[config.mk]
export PLATFORM = sky130hd
export DESIGN_NAME = dmem_arbiter
export DESIGN_NICKNAME = d
export VERILOG_FILES = /design/src/rtl/dmem_arbiter_pkg.sv /design/src/rtl/dmem_arb_starve.sv /design/src/rtl/dmem_arbiter.sv
export SDC_FILE = /design/constraint.sdc
export NUM_CORES = 1
export LEC_CHECK = 0
export CORE_AREA = 2 2 117 119
export CTS_CLUSTER_DIAMETER = 120
export DETAILED_ROUTE_END_ITERATION = 6
export DIE_AREA = 0 0 119 121
export GPL_TIMING_DRIVEN = 0
export PLACE_DENSITY_LB_ADDON = 0.3
export SYNTH_ARGS = -nofsm -noshare
export SYNTH_HDL_FRONTEND = slang
export SYNTH_HIERARCHICAL = 1
export SYNTH_SLANG_ARGS = --single-unit
[constraint.sdc]
create_clock -name clk -period 3.3 [get_ports clk]
set_clock_uncertainty 0.05 [all_clocks]
set_input_delay 0.66 -clock clk [delete_from_list [all_inputs] [get_ports clk]]
set_output_delay 0.66 -clock clk [all_outputs]
set_load 0.02 [all_outputs]
[src/rtl/dmem_arbiter_pkg.sv]
// Shared definitions for the data-memory port arbiter: port IDs, starve-counter
// width and the command encoding used on the shared memory port.
package dmem_arbiter_pkg;

  localparam logic PORT_CPU = 1'b0;
  localparam logic PORT_D   = 1'b1;

  localparam int STARVE_W = 4;

  typedef enum logic [1:0] {
    CMD_IDLE  = 2'd0,
    CMD_READ  = 2'd1,
    CMD_WRITE = 2'd2
  } cmd_e;

  // A simultaneous read+write request is resolved as a write.
  function automatic cmd_e cmd_decode(input logic rd, input logic wr);
    if (wr) begin
      return CMD_WRITE;
    end else if (rd) begin
      return CMD_READ;
    end
    return CMD_IDLE;
  endfunction

endpackage

[src/rtl/dmem_arb_starve.sv]
// Saturating starvation counter for the secondary port; d_force asks the
// arbiter to pre-empt the CPU once port 1 has waited STARVE_LIMIT cycles.
module dmem_arb_starve
  import dmem_arbiter_pkg::*;
#(
  parameter int STARVE_LIMIT = 4
) (
  input  logic clk,
  input  logic reset,
  input  logic d_req,
  input  logic d_gnt,
  output logic d_force
);

  localparam logic [STARVE_W-1:0] LIMIT = STARVE_W'(STARVE_LIMIT);

  logic [STARVE_W-1:0] cnt_q;
  logic [STARVE_W-1:0] cnt_d;

  always_comb begin
    cnt_d = cnt_q;
    if (d_gnt) begin
      cnt_d = '0;
    end else if (d_req && (cnt_q < LIMIT)) begin
      cnt_d = cnt_q + STARVE_W'(1);
    end
  end

  always_ff @(posedge clk or negedge reset) begin
    if (!reset) begin
      cnt_q <= '0;
    end else begin
      cnt_q <= cnt_d;
    end
  end

  // Only a live request may force; a withdrawn request leaves the CPU free to run.
  assign d_force = d_req && (cnt_q >= LIMIT);

endmodule

[src/rtl/dmem_arbiter.sv]
// Two-port data-memory arbiter: pipeline MEM stage (priority) and a secondary
// bus master. Optional statistics counters are enabled by DMEM_ARB_STATS_EN.
module dmem_arbiter
  import dmem_arbiter_pkg::*;
#(
  parameter int ADDR_W       = 32,
  parameter int DATA_W       = 32,
  parameter int STARVE_LIMIT = 4
) (
  input  logic              clk,
  input  logic              reset,
  input  logic              cpu_rd,
  input  logic              cpu_wr,
  input  logic [ADDR_W-1:0] cpu_addr,
  input  logic [DATA_W-1:0] cpu_wdata,
  output logic [DATA_W-1:0] cpu_rdata,
  output logic              cpu_stall,
  input  logic              d_req,
  input  logic              d_we,
  input  logic [ADDR_W-1:0] d_addr,
  input  logic [DATA_W-1:0] d_wdata,
  output logic              d_gnt,
  output logic              d_rvalid,
  output logic [DATA_W-1:0] d_rdata,
  output logic              mem_rd,
  output logic              mem_wr,
  output logic [ADDR_W-1:0] mem_addr,
  output logic [DATA_W-1:0] mem_wdata,
  input  logic [DATA_W-1:0] mem_rdata
`ifdef DMEM_ARB_STATS_EN
  ,
  output logic [31:0]       stat_cpu_stall,
  output logic [31:0]       stat_d_grant
`endif
);

  cmd_e cpu_cmd;
  cmd_e d_cmd;
  cmd_e issue_cmd;
  logic gnt_port;
  logic cpu_gnt;
  logic d_force;

  logic              cpu_rsp_q, cpu_rsp_d;
  logic              d_rsp_q, d_rsp_d;
  logic [DATA_W-1:0] cpu_rdata_q, cpu_rdata_d;
  logic [DATA_W-1:0] d_rdata_q, d_rdata_d;

  dmem_arb_starve #(
    .STARVE_LIMIT(STARVE_LIMIT)
  ) u_starve (
    .clk    (clk),
    .reset  (reset),
    .d_req  (d_req),
    .d_gnt  (d_gnt),
    .d_force(d_force)
  );

  // While a CPU read response is owed, the frozen CPU request is not reissued.
  always_comb begin
    cpu_cmd   = cmd_decode(cpu_rd, cpu_wr);
    d_cmd     = d_req ? (d_we ? CMD_WRITE : CMD_READ) : CMD_IDLE;
    issue_cmd = CMD_IDLE;
    gnt_port  = PORT_CPU;
    cpu_gnt   = 1'b0;
    d_gnt     = 1'b0;
    cpu_stall = 1'b0;
    if (reset) begin
      if ((cpu_cmd != CMD_IDLE) && !cpu_rsp_q && !d_force) begin
        cpu_gnt   = 1'b1;
        issue_cmd = cpu_cmd;
        cpu_stall = (cpu_cmd == CMD_READ);
      end else if (d_req) begin
        d_gnt     = 1'b1;
        gnt_port  = PORT_D;
        issue_cmd = d_cmd;
        cpu_stall = (cpu_cmd != CMD_IDLE) && !cpu_rsp_q;
      end
    end
  end

  always_comb begin
    mem_rd    = (issue_cmd == CMD_READ);
    mem_wr    = (issue_cmd == CMD_WRITE);
    mem_addr  = '0;
    mem_wdata = '0;
    if (issue_cmd != CMD_IDLE) begin
      mem_addr = (gnt_port == PORT_D) ? d_addr : cpu_addr;
    end
    if (issue_cmd == CMD_WRITE) begin
      mem_wdata = (gnt_port == PORT_D) ? d_wdata : cpu_wdata;
    end
  end

  always_comb begin
    cpu_rsp_d   = cpu_gnt && (issue_cmd == CMD_READ);
    d_rsp_d     = d_gnt && (issue_cmd == CMD_READ);
    cpu_rdata_d = cpu_rsp_q ? mem_rdata : cpu_rdata_q;
    d_rdata_d   = d_rsp_q ? mem_rdata : d_rdata_q;
  end

  always_ff @(posedge clk or negedge reset) begin
    if (!reset) begin
      cpu_rsp_q   <= 1'b0;
      d_rsp_q     <= 1'b0;
      cpu_rdata_q <= '0;
      d_rdata_q   <= '0;
    end else begin
      cpu_rsp_q   <= cpu_rsp_d;
      d_rsp_q     <= d_rsp_d;
      cpu_rdata_q <= cpu_rdata_d;
      d_rdata_q   <= d_rdata_d;
    end
  end

  // Read data is passed straight through in the response cycle, held otherwise.
  assign cpu_rdata = cpu_rdata_d;
  assign d_rdata   = d_rdata_d;
  assign d_rvalid  = d_rsp_q;

`ifdef DMEM_ARB_STATS_EN
  logic [31:0] stall_cnt_q, stall_cnt_d;
  logic [31:0] grant_cnt_q, grant_cnt_d;

  always_comb begin
    stall_cnt_d = stall_cnt_q + (cpu_stall ? 32'd1 : 32'd0);
    grant_cnt_d = grant_cnt_q + (d_gnt ? 32'd1 : 32'd0);
  end

  always_ff @(posedge clk or negedge reset) begin
    if (!reset) begin
      stall_cnt_q <= '0;
      grant_cnt_q <= '0;
    end else begin
      stall_cnt_q <= stall_cnt_d;
      grant_cnt_q <= grant_cnt_d;
    end
  end

  assign stat_cpu_stall = stall_cnt_q;
  assign stat_d_grant   = grant_cnt_q;
`endif

endmodule

==> reports/qor.log, run 1 <==
qor: route.wirelength 14.1 mm
qor: yosys.synth_fp_nets 554
qor: worst_setup_path.cpLargestDelayFamily buffers and inverters
qor: worst_setup_path.setup.worst_path.end_class output pin
qor: cts.max-clock-path-buffers 2
qor: floorplan.floorplan.io_pins 299
qor: placed_design.dp_cells 861
qor: cells_and_area.nets 864
qor: cts.ctsHtreeMaxLevel 3
qor: cells_and_area.layout-area-overhead-vs-synth 89.3%
qor: worst_setup_path.r2r.worst_path.cells 7
qor: global_route.first_global_vias 3,995
qor: route.top_layer_used met4
qor: sta.setup_viol 0
qor: worst_hold_path.holdCritPathClass in -> async
qor: worst_setup_path.crit_path_cell_trace dlygate4sd2_1, o21a_1, nor2_2, nand3_1, a21o_1, buf_2, inv_1, clkdlybuf4s50_1
qor: sta.finalMaxSlewViolations 0
qor: cts.cts_buffers 9
qor: worst_setup_path.critical_path_class in -> out
qor: worst_setup_path.cp.arrival 2.53 ns
qor: cells_and_area.layout_common_cells sky130_fd_sc_hd__clkdlybuf4s50_1 (231), sky130_fd_sc_hd__nand2_1 (130), sky130_fd_sc_hd__dfrtp_1 (70)
qor: run_status.status complete, no violations
qor: global_route.antenna_found_initial 1
qor: floorplan.die_height 121 µm
qor: cts.clockRootBuffer sky130_fd_sc_hd__clkbuf_16
qor: yosys.netlist.area_leader.share 0.477
qor: placed_design.dp.final_hpwl 11.3 mm
qor: yosys.synth.ff_latch_count 70
qor: sta.worst_pin_slew 0.540 ns
qor: cells_and_area.leading_cell_type_in_the_layout_fill_and_taps_excluded sky130_fd_sc_hd__clkdlybuf4s50_1
qor: worst_setup_path.critPathLaunchType input port
qor: power.vdd_ir_drop_max 0.000408 V
qor: worst_setup_path.critical_path.slowest_cell sky130_fd_sc_hd__clkdlybuf4s50_1
qor: route.route.antenna.remaining_nets 0
qor: yosys.seq_area_frac_synth 0.477
qor: placed_design.routabilityCongestion 0.867
qor: sta.period_share 0.982
qor: floorplan.initial_core_util 0.281
qor: placed_design.io_buffers 298
qor: cells_and_area.drive_gt1_frac 0.225
qor: yosys.postSynth.asyncResetShare 1.00
qor: route.drc_errors 0
qor: yosys.synth_area_leaders sky130_fd_sc_hd__dfrtp_1 (48%), sky130_fd_sc_hd__mux2_2 (16%), sky130_fd_sc_hd__nand2_1 (13%), sky130_fd_sc_hd__a21oi_1 (9.1%), sky130_fd_sc_hd__mux2_1 (4.0%)
qor: sta.slew_headroom 0.640
qor: route.wire_per_inst 16.0 µm
qor: power.power.total 0.00449 W
qor: route.route.met3.wl 1.05 mm
qor: route.detailroute.wirelength.met2 7.32 mm
qor: power.power_density 645 nW/µm²
qor: yosys.synth_area_per_cell 9.50 µm²
qor: yosys.ys.warnings.count 6
qor: route.wl_met1 5.49 mm
qor: global_route.grt_util_all_layers 0.186
qor: global_route.grt_start_max_net_pins 77
qor: yosys.netlist_instances 387
qor: sta.unrepaired_setup_endpoints_after_global_routing true
qor: worst_setup_path.crit_path_max_incr_delay 0.62 ns
qor: cts.clock_latency 0.32 ns
qor: cts.cts_hold_repair.buffers 0
qor: sta.post-route-min-period 3.24 ns
qor: worst_setup_path.cp_max_fo 10
qor: route.drt_first_iter_violations 162
qor: global_route.wire_length_of_the_first_global_routing_pass 21.4 mm
qor: yosys.synth_cell_type_count 27
qor: yosys.synth-edff-count 0
qor: route.drt_pass1_iterations 6
qor: floorplan.core_region_area 13,100 µm²
qor: floorplan.floorplan.die_area 14,400 µm²
qor: global_route.gr-total-overflow 0
qor: worst_setup_path.critical_path_cell_count 8
qor: power.leakagePower 3.11 nW
qor: yosys.post-synth-top-area-cell sky130_fd_sc_hd__dfrtp_1
qor: route.detailroute.via_count 3,973
qor: yosys.syn_std_cell_area 3680 µm²
qor: sta.fmax 309 MHz
qor: sta.hold_violations 0
qor: run.cap_violations 0
qor: floorplan.floorplan.die.width 119 µm
qor: yosys.postSynth.topFlopCell sky130_fd_sc_hd__dfrtp_1
qor: worst_setup_path.timing.critical_path.required 2.59 ns
qor: cts.cts_tree yes
qor: cells_and_area.final_cell_count_no_fill 879
qor: route.vias_per_cell 4.52
qor: worst_setup_path.cp_num_buf_inv 4
qor: floorplan.rows 42
qor: cts.clock_sinks 70
qor: cts.cts.clk_slew.worst_paths 0.06 ns
[routing by layer]
metal / track usage / up-vias
li1: - / 1919
met1: 0.217 / 1885
met2: 0.331 / 151
met3: 0.0592 / 18
met4: 0.0484 / 0
met5: 0 / -
[cell usage after synthesis (3+ instances only)]
library cell and number:
sky130_fd_sc_hd__nand2_1 130, sky130_fd_sc_hd__dfrtp_1 70, sky130_fd_sc_hd__mux2_2 52, sky130_fd_sc_hd__buf_4 3, sky130_fd_sc_hd__buf_6 6, sky130_fd_sc_hd__a21oi_1 67
sky130_fd_sc_hd__buf_2 18, sky130_fd_sc_hd__mux2_1 13
[layout make-up]
cell class	count	area, µm²
Clock inverter	7	103
Sequential cell	70	1750
Multi-Input combinational cell	286	1730
Tap cell	176	220
Buffer	28	196
Clock buffer	9	225
Fill cell	1217	6130
Antenna cell	1	2.50
Timing Repair Buffer	299	2720
Inverter	3	11.3
[power by group]
group	total [W]	leakage, nW	internal [W]	switching [W]
Combinational	0.00218	2.11	0.00108	0.00110
Sequential	0.00126	0.839	0.00117	0.0000860
Clock	0.00105	0.157	0.000670	0.000379
Total	0.00449	3.11	0.00293	0.00156
[metrics by stage]
| stage | worst slack [ns] | cell area, µm² | TNS, ns | util | hold WS [ns] |
|---|---|---|---|---|---|
| final | 0.0586 | 6960 | 0 | 0.532 | 0.253 |
| after global placement | -2.76 | 6880 | -249.93 | 0.526 | 0.415 |
| after global routing | -0.150 | 6960 | -0.150 | 0.532 | 0.286 |
| after floorplan | 0.747 | 3680 | 0 | - | 0.314 |
| after detailed placement | -0.551 | 6880 | -30.31 | 0.526 | 0.425 |
| after CTS | -0.141 | 7140 | -0.280 | 0.546 | 0.263 |
[path summary, 6_finish.rpt]
path	from	slack, ns	end
max	d_req	0.06	mem_wr
max in group asynchronous	reset	2.57	d_rdata_q[6]
min reg2reg	d_rdata_q[13]	0.43	d_rdata_q[13]
min in group clk	d_rdata_q[13]	0.43	d_rdata_q[13]
max reg2reg	u_starve/cnt_q[2]	1.61	u_starve/cnt_q[0]
min	reset	0.25	cpu_rdata_q[14]
[what timing repair did]
item,CTS,global route
buffers inserted,1,0
endpoints found under the setup margin,67,62
resized for setup,66,122
[sequential cells by signal, summed over array words and instances, names as in the netlist]
register,cells
d_rvalid,1
d_rdata_q,32
cpu_rdata_q,32
u_starve/cnt_q,4
cpu_rsp_q,1
[cells by family (layout without fill, tap and decap cells)]
group / after synthesis / count (layout) / share of synthesized area
AND/OR/NAND/NOR: 147 / 147 / 0.163
AO/OA/AOI/OAI: 72 / 72 / 0.102
flip-flops: 70 / 70 / 0.477
multiplexers: 66 / 66 / 0.202
buffers and inverters: 31 / 346 / 0.0531
adder cells (fa/ha/maj): 1 / 1 / 0.00340
other: 0 / 1 / 0
Note: power is estimated with default switching activity, not from simulation.
==> inputs of run 2 (changes only) <==
- PLACE_DENSITY: unset -> 0.81
- PLACE_DENSITY_LB_ADDON: 0.3 -> unset
==> reports/qor.log, run 2 (same netlist as run 1, synthesis figures left out) <==
qor: worst_setup_path.r2r_slack 1.58 ns [was 1.61 ns]
qor: global_route.grt_util_all_layers 0.186 [about the same]
qor: power.power_frac_clock 0.220 [was 0.234]
qor: worst_setup_path.critical_path_class in -> out [unchanged]
qor: worst_hold_path.holdCritPathClass in -> async [unchanged]
qor: cts.cts_tree yes [unchanged]
qor: worst_setup_path.reg2reg_to u_starve/cnt_q[1] [was u_starve/cnt_q[0]]
qor: sta.worst_pin_slew 0.304 ns [was 0.540 ns]
qor: placed_design.io_buffers 298 [unchanged]
qor: placed_design.dp.final_hpwl 11.3 mm [about the same]
qor: worst_setup_path.cpLargestDelayFamily buffers and inverters [unchanged]
qor: route.drt_first_iter_violations 142 [was 162]
qor: sta.fmax 316 MHz [was 309 MHz]
qor: cts.clockRootBuffer sky130_fd_sc_hd__clkbuf_16 [unchanged]
qor: worst_setup_path.crit-reg2reg-launch u_starve/cnt_q[3] [was u_starve/cnt_q[2]]
qor: worst_setup_path.r2r.worst_path.cells 7 [unchanged]
qor: sta.finalMaxSlewViolations 0 [unchanged]
qor: global_route.antenna_found_initial 0 [was 1]
qor: route.drt_pass1_iterations 4 [was 6]
qor: power.combinational_group_share_of_total_power 0.495 [was 0.486]
qor: worst_setup_path.timing.critical_path.required 2.59 ns [about the same]
qor: sta.period_share 0.960 [was 0.982]
qor: power.p_switching 0.00153 W [was 0.00156 W]
qor: power.vdd_ir_drop_max 0.000431 V [was 0.000408 V]
qor: global_route.gr-total-overflow 0 [unchanged]
qor: cts.cts_post_setup_buffers_inserted 0 [was 1]
qor: cts.clock_sinks 70 [unchanged]
qor: route.detailroute.via_count 3,894 [was 3,973]
qor: route.vias_per_cell 4.45 [was 4.52]
qor: worst_setup_path.crit_path_cell_trace clkdlybuf4s50_1, or2_1, and2_1, o21ai_2, clkbuf_4, a21oi_1, dlygate4sd2_1 [was dlygate4sd2_1, o21a_1, nor2_2, nand3_1, a21o_1, buf_2, inv_1, clkdlybuf4s50_1]
qor: cts.max-clock-path-buffers 2 [unchanged]
qor: route.wire_per_inst 16.3 µm [was 16.0 µm]
qor: sta.unrepaired_setup_endpoints_after_global_routing false [was true]
qor: cells_and_area.layout.cell_area.non_filler 6940 µm² [was 6960 µm²]
qor: floorplan.floorplan.die_area 14,400 µm² [unchanged]
qor: sta.worst_hold_slack 0.162 ns [was 0.253 ns]
qor: sta.setup_viol 0 [unchanged]
qor: cts.cts_buffers 9 [unchanged]
qor: placed_design.routabilityCongestion 0.792 [was 0.867]
qor: run_status.status complete, no violations [unchanged]
qor: floorplan.die_height 121 µm [unchanged]
qor: cells_and_area.layout-area-overhead-vs-synth 88.9% [was 89.3%]
qor: sta.hold_violations 0 [unchanged]
qor: worst_setup_path.crit_path_max_incr_delay 0.47 ns [was 0.62 ns]
qor: power.p_seq_frac 0.285 [was 0.281]
qor: cells_and_area.utilization_of_the_core_after_routing 0.531 [was 0.532]
qor: power.power_density 637 nW/µm² [was 645 nW/µm²]
qor: cells_and_area.drive_gt1_frac 0.220 [was 0.225]
qor: route.wirelength 14.3 mm [was 14.1 mm]
qor: floorplan.floorplan.io_pins 299 [unchanged]
qor: cells_and_area.leading_cell_type_in_the_layout_fill_and_taps_excluded sky130_fd_sc_hd__clkdlybuf4s50_1 [unchanged]
qor: run.cap_violations 0 [unchanged]
qor: worst_setup_path.critical_path.slowest_cell sky130_fd_sc_hd__clkdlybuf4s50_1 [unchanged]
qor: worst_setup_path.critPathLaunchType input port [unchanged]
qor: worst_setup_path.cp_num_buf_inv 3 [was 4]
qor: cts.cts.clk_slew.worst_paths 0.05 ns [was 0.06 ns]
qor: floorplan.core_region_area 13,100 µm² [unchanged]
qor: placed_design.postPlaceCellArea 6900 µm² [was 6880 µm²]
qor: cells_and_area.antenna_cells 0 [was 1]
qor: power.internal_power 0.00289 W [was 0.00293 W]
qor: floorplan.rows 42 [unchanged]
qor: cts.cts_hold_repair.buffers 0 [unchanged]
qor: power.power.switching_fraction 0.346 [was 0.348]
qor: floorplan.floorplan.die.width 119 µm [unchanged]
qor: cts.cts_repair_resize_count 71 [was 66]
qor: route.drc_errors 0 [unchanged]
qor: worst_setup_path.setup.worst_path.end_class output pin [unchanged]
qor: global_route.first_global_vias 3,864 [was 3,995]
qor: floorplan.initial_core_util 0.281 [unchanged]
qor: route.route.antenna.remaining_nets 0 [unchanged]
qor: cells_and_area.largestRegisters cpu_rdata_q: 32 flops, d_rdata_q: 32 flops, u_starve/cnt_q: 4 flops [unchanged]
qor: sta.tns 0 ns [unchanged]
qor: global_route.wire_length_of_the_first_global_routing_pass 21.0 mm [was 21.4 mm]
qor: global_route.grt_start_max_net_pins 47 [was 77]
qor: power.leakagePower 3.08 nW [was 3.11 nW]
qor: cells_and_area.layout_common_cells sky130_fd_sc_hd__clkdlybuf4s50_1 (230), sky130_fd_sc_hd__nand2_1 (130), sky130_fd_sc_hd__dfrtp_1 (70) [was sky130_fd_sc_hd__clkdlybuf4s50_1 (231), sky130_fd_sc_hd__nand2_1 (130), sky130_fd_sc_hd__dfrtp_1 (70)]
qor: worst_setup_path.cp_max_fo 10 [unchanged]
qor: sta.post-route-min-period 3.17 ns [was 3.24 ns]
qor: cts.ctsHtreeMaxLevel 3 [unchanged]
qor: cts.clock_latency 0.32 ns [about the same]
qor: worst_setup_path.cp.arrival 2.46 ns [was 2.53 ns]
qor: cells_and_area.nets 864 [unchanged]
qor: sta.slew_headroom 0.797 [was 0.640]
[run 2: changes by cell type in the layout (fill, tap and decap cells not counted), sizes merged]
| cell | change |
|---|---|
| clkdlybuf4s50 | -1 |
| dlymetal6s2s | -2 |
| clkinv | -1 |
| diode | -1 |
| clkinvlp | -1 |
| inv | -3 |
| buf | +1 |
| dlygate4sd2 | +2 |
| clkdlybuf4s15 | +2 |
| bufinv | -1 |
| clkbuf | +1 |
[run 2: cell type report]
| class | count | area (µm²) |
|---|---|---|
| clock buffer | 12 | 267 |
| inverter | 3 | 11.3 |
| buffer | 28 | 199 |
| tap | 176 | 220 |
| fill | 1208 | 6140 |
| clock inverter | 1 | 30.0 |
| timing repair buffer | 299 | 2730 |
| multi-input combinational | 286 | 1740 |
| sequential | 70 | 1750 |
[run 2: how the worst max path moves through the flow]
stage / startpoint / to / slack (ns) / depth (start not counted)
final: cpu_wr / mem_addr[22] / 0.13 / 7
after global routing: cpu_wr / mem_addr[26] / 0.006 / 8
after CTS: cpu_wr / mem_wdata[26] / -0.01 / 8
after detailed placement: d_req / mem_wdata[25] / -0.54 / 9
after global placement: reset / mem_wdata[25] / -2.98 / 9
after floorplan: cpu_wr / mem_addr[21] / 0.75 / 6
[run 2: power by group through the flow]
| stage | Combinational (W) | Sequential, W | Clock (W) |
|---|---|---|---|
| 2_1_floorplan | 0.00114 | 0.00125 | 0 |
| 3_3_place_gp | 0.00224 | 0.00126 | 0 |
| 3_5_place_dp | 0.00227 | 0.00128 | 0 |
| 4_1_cts | 0.00222 | 0.00127 | 0.000991 |
| 5_1_grt | 0.00231 | 0.00129 | 0.00103 |
| 6_report | 0.00219 | 0.00126 | 0.000971 |
[run 2: metal layers]
metal,wire [µm],track usage,share of wire,up-vias
li1,-,-,-,1905
met1,5790,0.227,0.41,1821
met2,7160,0.319,0.50,148
met3,1050,0.0526,0.073,20
met4,260,0.0573,0.018,0
met5,0,0,0,-
[run 2: metrics by stage]
step           instances  setup WS [ns]  power [W]
2_1_floorplan        387          0.747    0.00238
3_3_place_gp         861          -2.98    0.00350
3_5_place_dp         862         -0.539    0.00355
4_1_cts              875        -0.0123    0.00448
5_1_grt              875        0.00613    0.00463
6_report             875          0.132    0.00442
==> RTL change 1: new RTL, flow settings as in run 1 <==
Add a define of `DMEM_ARB_STATS_EN`.
--- a/src/rtl/dmem_arbiter.sv
+++ b/src/rtl/dmem_arbiter.sv
@@ -1,4 +1,6 @@
 // Two-port data-memory arbiter: pipeline MEM stage (priority) and a secondary
 // bus master. Optional statistics counters are enabled by DMEM_ARB_STATS_EN.
+`define DMEM_ARB_STATS_EN
+
 module dmem_arbiter
   import dmem_arbiter_pkg::*;
Behaviour (old outputs only; new: stat_cpu_stall and stat_d_grant): unchanged (equiv_simple and equiv_induct, registers matched by name and starting in step).
==> RTL change 1 against run 1 <==
Via count up 56%. Design area is 62% higher. Global-route usage increased by 16 points. Critical path type unchanged. Synthesized area up 82%. Clock power grew 70%. Total power is 49% higher. First-iteration DRC count rose to 3.0 times the old value. Setup slack worse by 0.034 ns. Sequential cell count grew 64. Routed wire length grew 80%.
==> RTL change 1: results (changes against run 1) <==
Critical path:
- The largest fanout on the critical path is 18 (was 10).
- The worst flop-to-flop path endpoint is stat_cpu_stall[18] (was u_starve/cnt_q[0]).
- The register-to-register path setup slack is 0.14 ns (was 1.61 ns).
- The critical register-to-register path startpoint is u_starve/cnt_q[3] (was u_starve/cnt_q[2]).
- The delay contributed by the slowest stage of the critical path is 0.40 ns (was 0.62 ns).

Cells and area:
- The layout cell share with drive strength beyond 1 came to 0.206 (was 0.225).
- The number of fill cells is 661 (was 1217).
- The final-stage net count is 1129 (was 864).

Yosys:
- The count of distinct cell types in the synthesized netlist is 46 (was 27).
- The synthesized netlist net count was 734 (was 554).
- The arithmetic-cell share of the synthesized area counting full adders, half adders and majority gates came to 0.0112 (was 0.00340).
- The sequential cell area fraction in the yosys report is 0.502 (was 0.477).
- The mux share of post-synthesis cell area is 0.207 (was 0.202).
- The share of the synthesized area in compound gates (AO/OA/AOI/OAI) was 0.00937 (was 0.102).
- The post-synthesis share of cell area spent on xor and xnor gates is 0.0774 (was 0).

Run status:
- Result of the run: finished, final reports clean (unchanged).

GRT:
- The global-route wire length before repair came to 37800 um (was 21400 um).
- The number of antenna violations at the first check in global routing is 3 (was 1).
- The via count of the first global-routing pass is 6497 (was 3995).
- The overall global routing resource usage is 0.351 (was 0.186).
- The met3 usage was 0.0930 (was 0.0592).
- The global routing met1 resource utilization was 0.403 (was 0.217).

Clock tree:
- The post-CTS setup-driven buffer insertion count came to 10 (was 1).
- The clock network latency to the later pin of the worst-skew pair is 0.41 ns (was 0.32 ns).
- The clock buffer count from CTS is 17 (was 9).
- The H-tree level count is 4 (was 3).

Timing:
- The normalized max-slew margin was 0.581 (was 0.640).
- The final critical-path required period came to 3.28 ns (was 3.24 ns).

Place:
- The minimum setup slack after placement is -0.696 ns (was -0.551 ns).
- The number of buffer cells added on primary ports is 362 (was 298).
- The detailed-placement wirelength estimate came to 18800 um (was 11300 um).
- The final weighted congestion of routability-driven global placement is 1.03 (was 0.867).

Drt:
- The amount of wire on met3 after detailed routing is 1660 um (was 1050 um).
- The vias per cell came to 5.41 (was 4.52).
- The starting DRC count in detailed routing is 486 (was 162).
- The met2 layer wire length in the routed design is 13100 um (was 7320 um).
- The sum of routed wire segments on met1 was 9610 um (was 5490 um).
- The number of detailed-routing iterations run before antenna repair is 5 (was 6).
- The routed via count is 6211 (was 3973).

Power and ir drop:
- The leakage power of the design came to 4.93 nW (was 3.11 nW).
- The combinational gate power is 0.00268 W (was 0.00218 W).
- The switching power is 0.00224 W (was 0.00156 W).
- The overall power was 0.00669 W (was 0.00449 W).
- The total sequential power is 0.00222 W (was 0.00126 W).
## RTL change 1: cell count changes after synthesis, sizes merged, moves of 7 or more
cell / change
mux2i: +64
a21oi: -65
dfrtp: +64
and3: +12
xor2: +25
nor2: +72
nand3: +28
buf: -7
nor4: +12
and4: +8
nand4: +12
nand2: -115
xnor2: +34
nor3: +7
## RTL change 1: layout make-up
type / count / area share
Tap cell: 176 / 0.0196
Clock buffer: 23 / 0.0433
Multi-Input combinational cell: 394 / 0.286
Timing Repair Buffer: 377 / 0.326
Inverter: 7 / 0.00233
Buffer: 26 / 0.0179
Sequential cell: 134 / 0.298
Antenna cell: 3 / 0.000667
Clock inverter: 9 / 0.00667
## RTL change 1: metrics by stage
step	utilization	hold WS [ns]	TNS [ns]	instance area [sq um]
floorplan	-	0.314	0	6680
global placement	0.805	0.407	-1106.01	10500
detailed placement	0.807	0.412	-53.80	10600
CTS	0.859	0.0615	0	11200
global route	0.860	0.0634	-0.0583	11300
finish	0.860	0.0619	0	11300
==> RTL change 2: new RTL, flow settings as in run 1 <==
Made on the original files. Take the reset off `cpu_rdata_q` and `d_rdata_q` and load them in a clocked block of their own.
--- a/src/rtl/dmem_arbiter.sv
+++ b/src/rtl/dmem_arbiter.sv
@@ -104,12 +104,13 @@
       cpu_rsp_q   <= 1'b0;
       d_rsp_q     <= 1'b0;
-      cpu_rdata_q <= '0;
-      d_rdata_q   <= '0;
     end else begin
       cpu_rsp_q   <= cpu_rsp_d;
       d_rsp_q     <= d_rsp_d;
-      cpu_rdata_q <= cpu_rdata_d;
-      d_rdata_q   <= d_rdata_d;
     end
+  end
+
+  always_ff @(posedge clk) begin
+    cpu_rdata_q <= cpu_rdata_d;
+    d_rdata_q   <= d_rdata_d;
   end
 
Formal check against the unedited RTL: differs if reset is asserted again (counterexample within 4 cycles, from zero or initial values and one cycle with reset low); with reset held inactive, the same outputs for 10 cycles.
==> RTL change 2 against run 1 <==
Setup slack improved by 0.069 ns. Sequential power barely moved. Largest cell class unchanged. Synthesized area fell by 8.7%. Design area fell by 4.6%. Core utilization fell by 2.4 points. Final cell count fell by 0.23%. Synthesized cell count did not move. Routed wire length fell by 6.3%. Register-to-register slack got worse by 0.05 ns. Sequential cell count did not move. Via count fell by 3.2%. Total power fell by 1.0%.
==> RTL change 2: results (changes against run 1) <==
Run status:
- Result of the run: finished, final reports clean (unchanged).

Critical path:
- The delay contributed by the slowest stage of the critical path was 0.54 ns (was 0.62 ns).
- The arrival time of the worst setup path was 2.46 ns (was 2.53 ns).
- The launch point of the worst path is cpu_wr (was d_req).
- The capturing element of the worst setup path is mem_wdata[12] (was mem_wr).

Power and ir drop:
- The portion of total power attributed to sequential cells was 0.284 (was 0.281).
- The switching part of the total is 0.337 (was 0.348).
- The worst IR drop on VDD was 0.000497 V (was 0.000408 V).

Drt:
- The number of detailed-routing iterations run before antenna repair is 4 (was 6).
- The vias per cell is 4.39 (was 4.52).
- The starting DRC count in detailed routing is 93 (was 162).
- The wire length per cell after detailed routing was 15.1 um (was 16.0 um).
- The routed via count is 3847 (was 3973).

Timing:
- The highest achievable clock rate is 0.315 GHz (was 0.309 GHz).
- The normalized max-slew margin is 0.645 (was 0.640).
- The worst hold margin is 0.375 ns (was 0.253 ns).

GRT:
- The number of antenna violations at the first check in global routing was 0 (was 1).
- The via count of the first global-routing pass is 3994 (was 3995).
- The global-route wire length before repair is 20400 um (was 21400 um).
- The pin count of the biggest net entering global routing is 17 (was 77).
- The overall global routing resource usage was 0.177 (was 0.186).

Yosys:
- The share of synthesized registers carrying an async set or reset is 0.0857 (was 1.00).
- The sequential cell area fraction in the yosys report is 0.427 (was 0.477).
- The mean instance size in the synthesized netlist is 8.67 sq um (was 9.50 sq um).
- Biggest area contributors in the synthesized netlist: sky130_fd_sc_hd__dfxtp_1 (38%), sky130_fd_sc_hd__mux2_2 (17%), sky130_fd_sc_hd__nand2_1 (15%) (was sky130_fd_sc_hd__dfrtp_1 (48%), sky130_fd_sc_hd__mux2_2 (16%), sky130_fd_sc_hd__nand2_1 (13%)).
- The count of distinct cell types in the synthesized netlist came to 28 (was 27).
- The dominant synthesized flop cell is sky130_fd_sc_hd__dfxtp_1 (was sky130_fd_sc_hd__dfrtp_1).
- Most numerous cell types in the synthesized netlist: sky130_fd_sc_hd__nand2_1 (130), sky130_fd_sc_hd__a21oi_1 (67), sky130_fd_sc_hd__dfxtp_1 (64) (was sky130_fd_sc_hd__nand2_1 (130), sky130_fd_sc_hd__dfrtp_1 (70), sky130_fd_sc_hd__a21oi_1 (67)).

Place:
- The instance area at placement is 6560 sq um (was 6880 sq um).
- The minimum setup slack after placement came to -0.520 ns (was -0.551 ns).
- The detailed-placement wirelength estimate came to 10700 um (was 11300 um).
- The final weighted congestion of routability-driven global placement is 0.850 (was 0.867).

Cells and area:
- The layout cell share with drive strength beyond 1 is 0.223 (was 0.225).
==> RTL change 2: cell types whose count changed after synthesis, sizes merged <==
cell / before / now
dfrtp: 70 / 6
dfxtp: 0 / 64
==> RTL change 2: metal layers <==
metal,GRT usage,share of wire
met1,0.184,0.37
met2,0.339,0.53
met3,0.0569,0.083
met4,0.0506,0.019
met5,0,0
==> RTL change 2: final cells by class <==
class	instances	area [sq um]
multi-input combinational	286	1740
fill	1221	6440
buffer	28	205
timing repair buffer	299	2710
clock buffer	10	239
tap	176	220
sequential	70	1430
inverter	3	11.3
clock inverter	5	82.6
==> RTL change 2: cells by family after synthesis <==
kind of cell,after synthesis,synth area share
multiplexers,66,0.221
AND/OR/NAND/NOR,147,0.179
flip-flops,70,0.427
adder cells (fa/ha/maj),1,0.00373
AO/OA/AOI/OAI,72,0.111
buffers and inverters,31,0.0582
==> RTL change 2: timing repair <==
action | in CTS | in global routing
buffers inserted | 1 | 0
gates resized for setup | 70 | 126
gates cloned | 0 | 0
endpoints found under the setup margin | 67 | 61
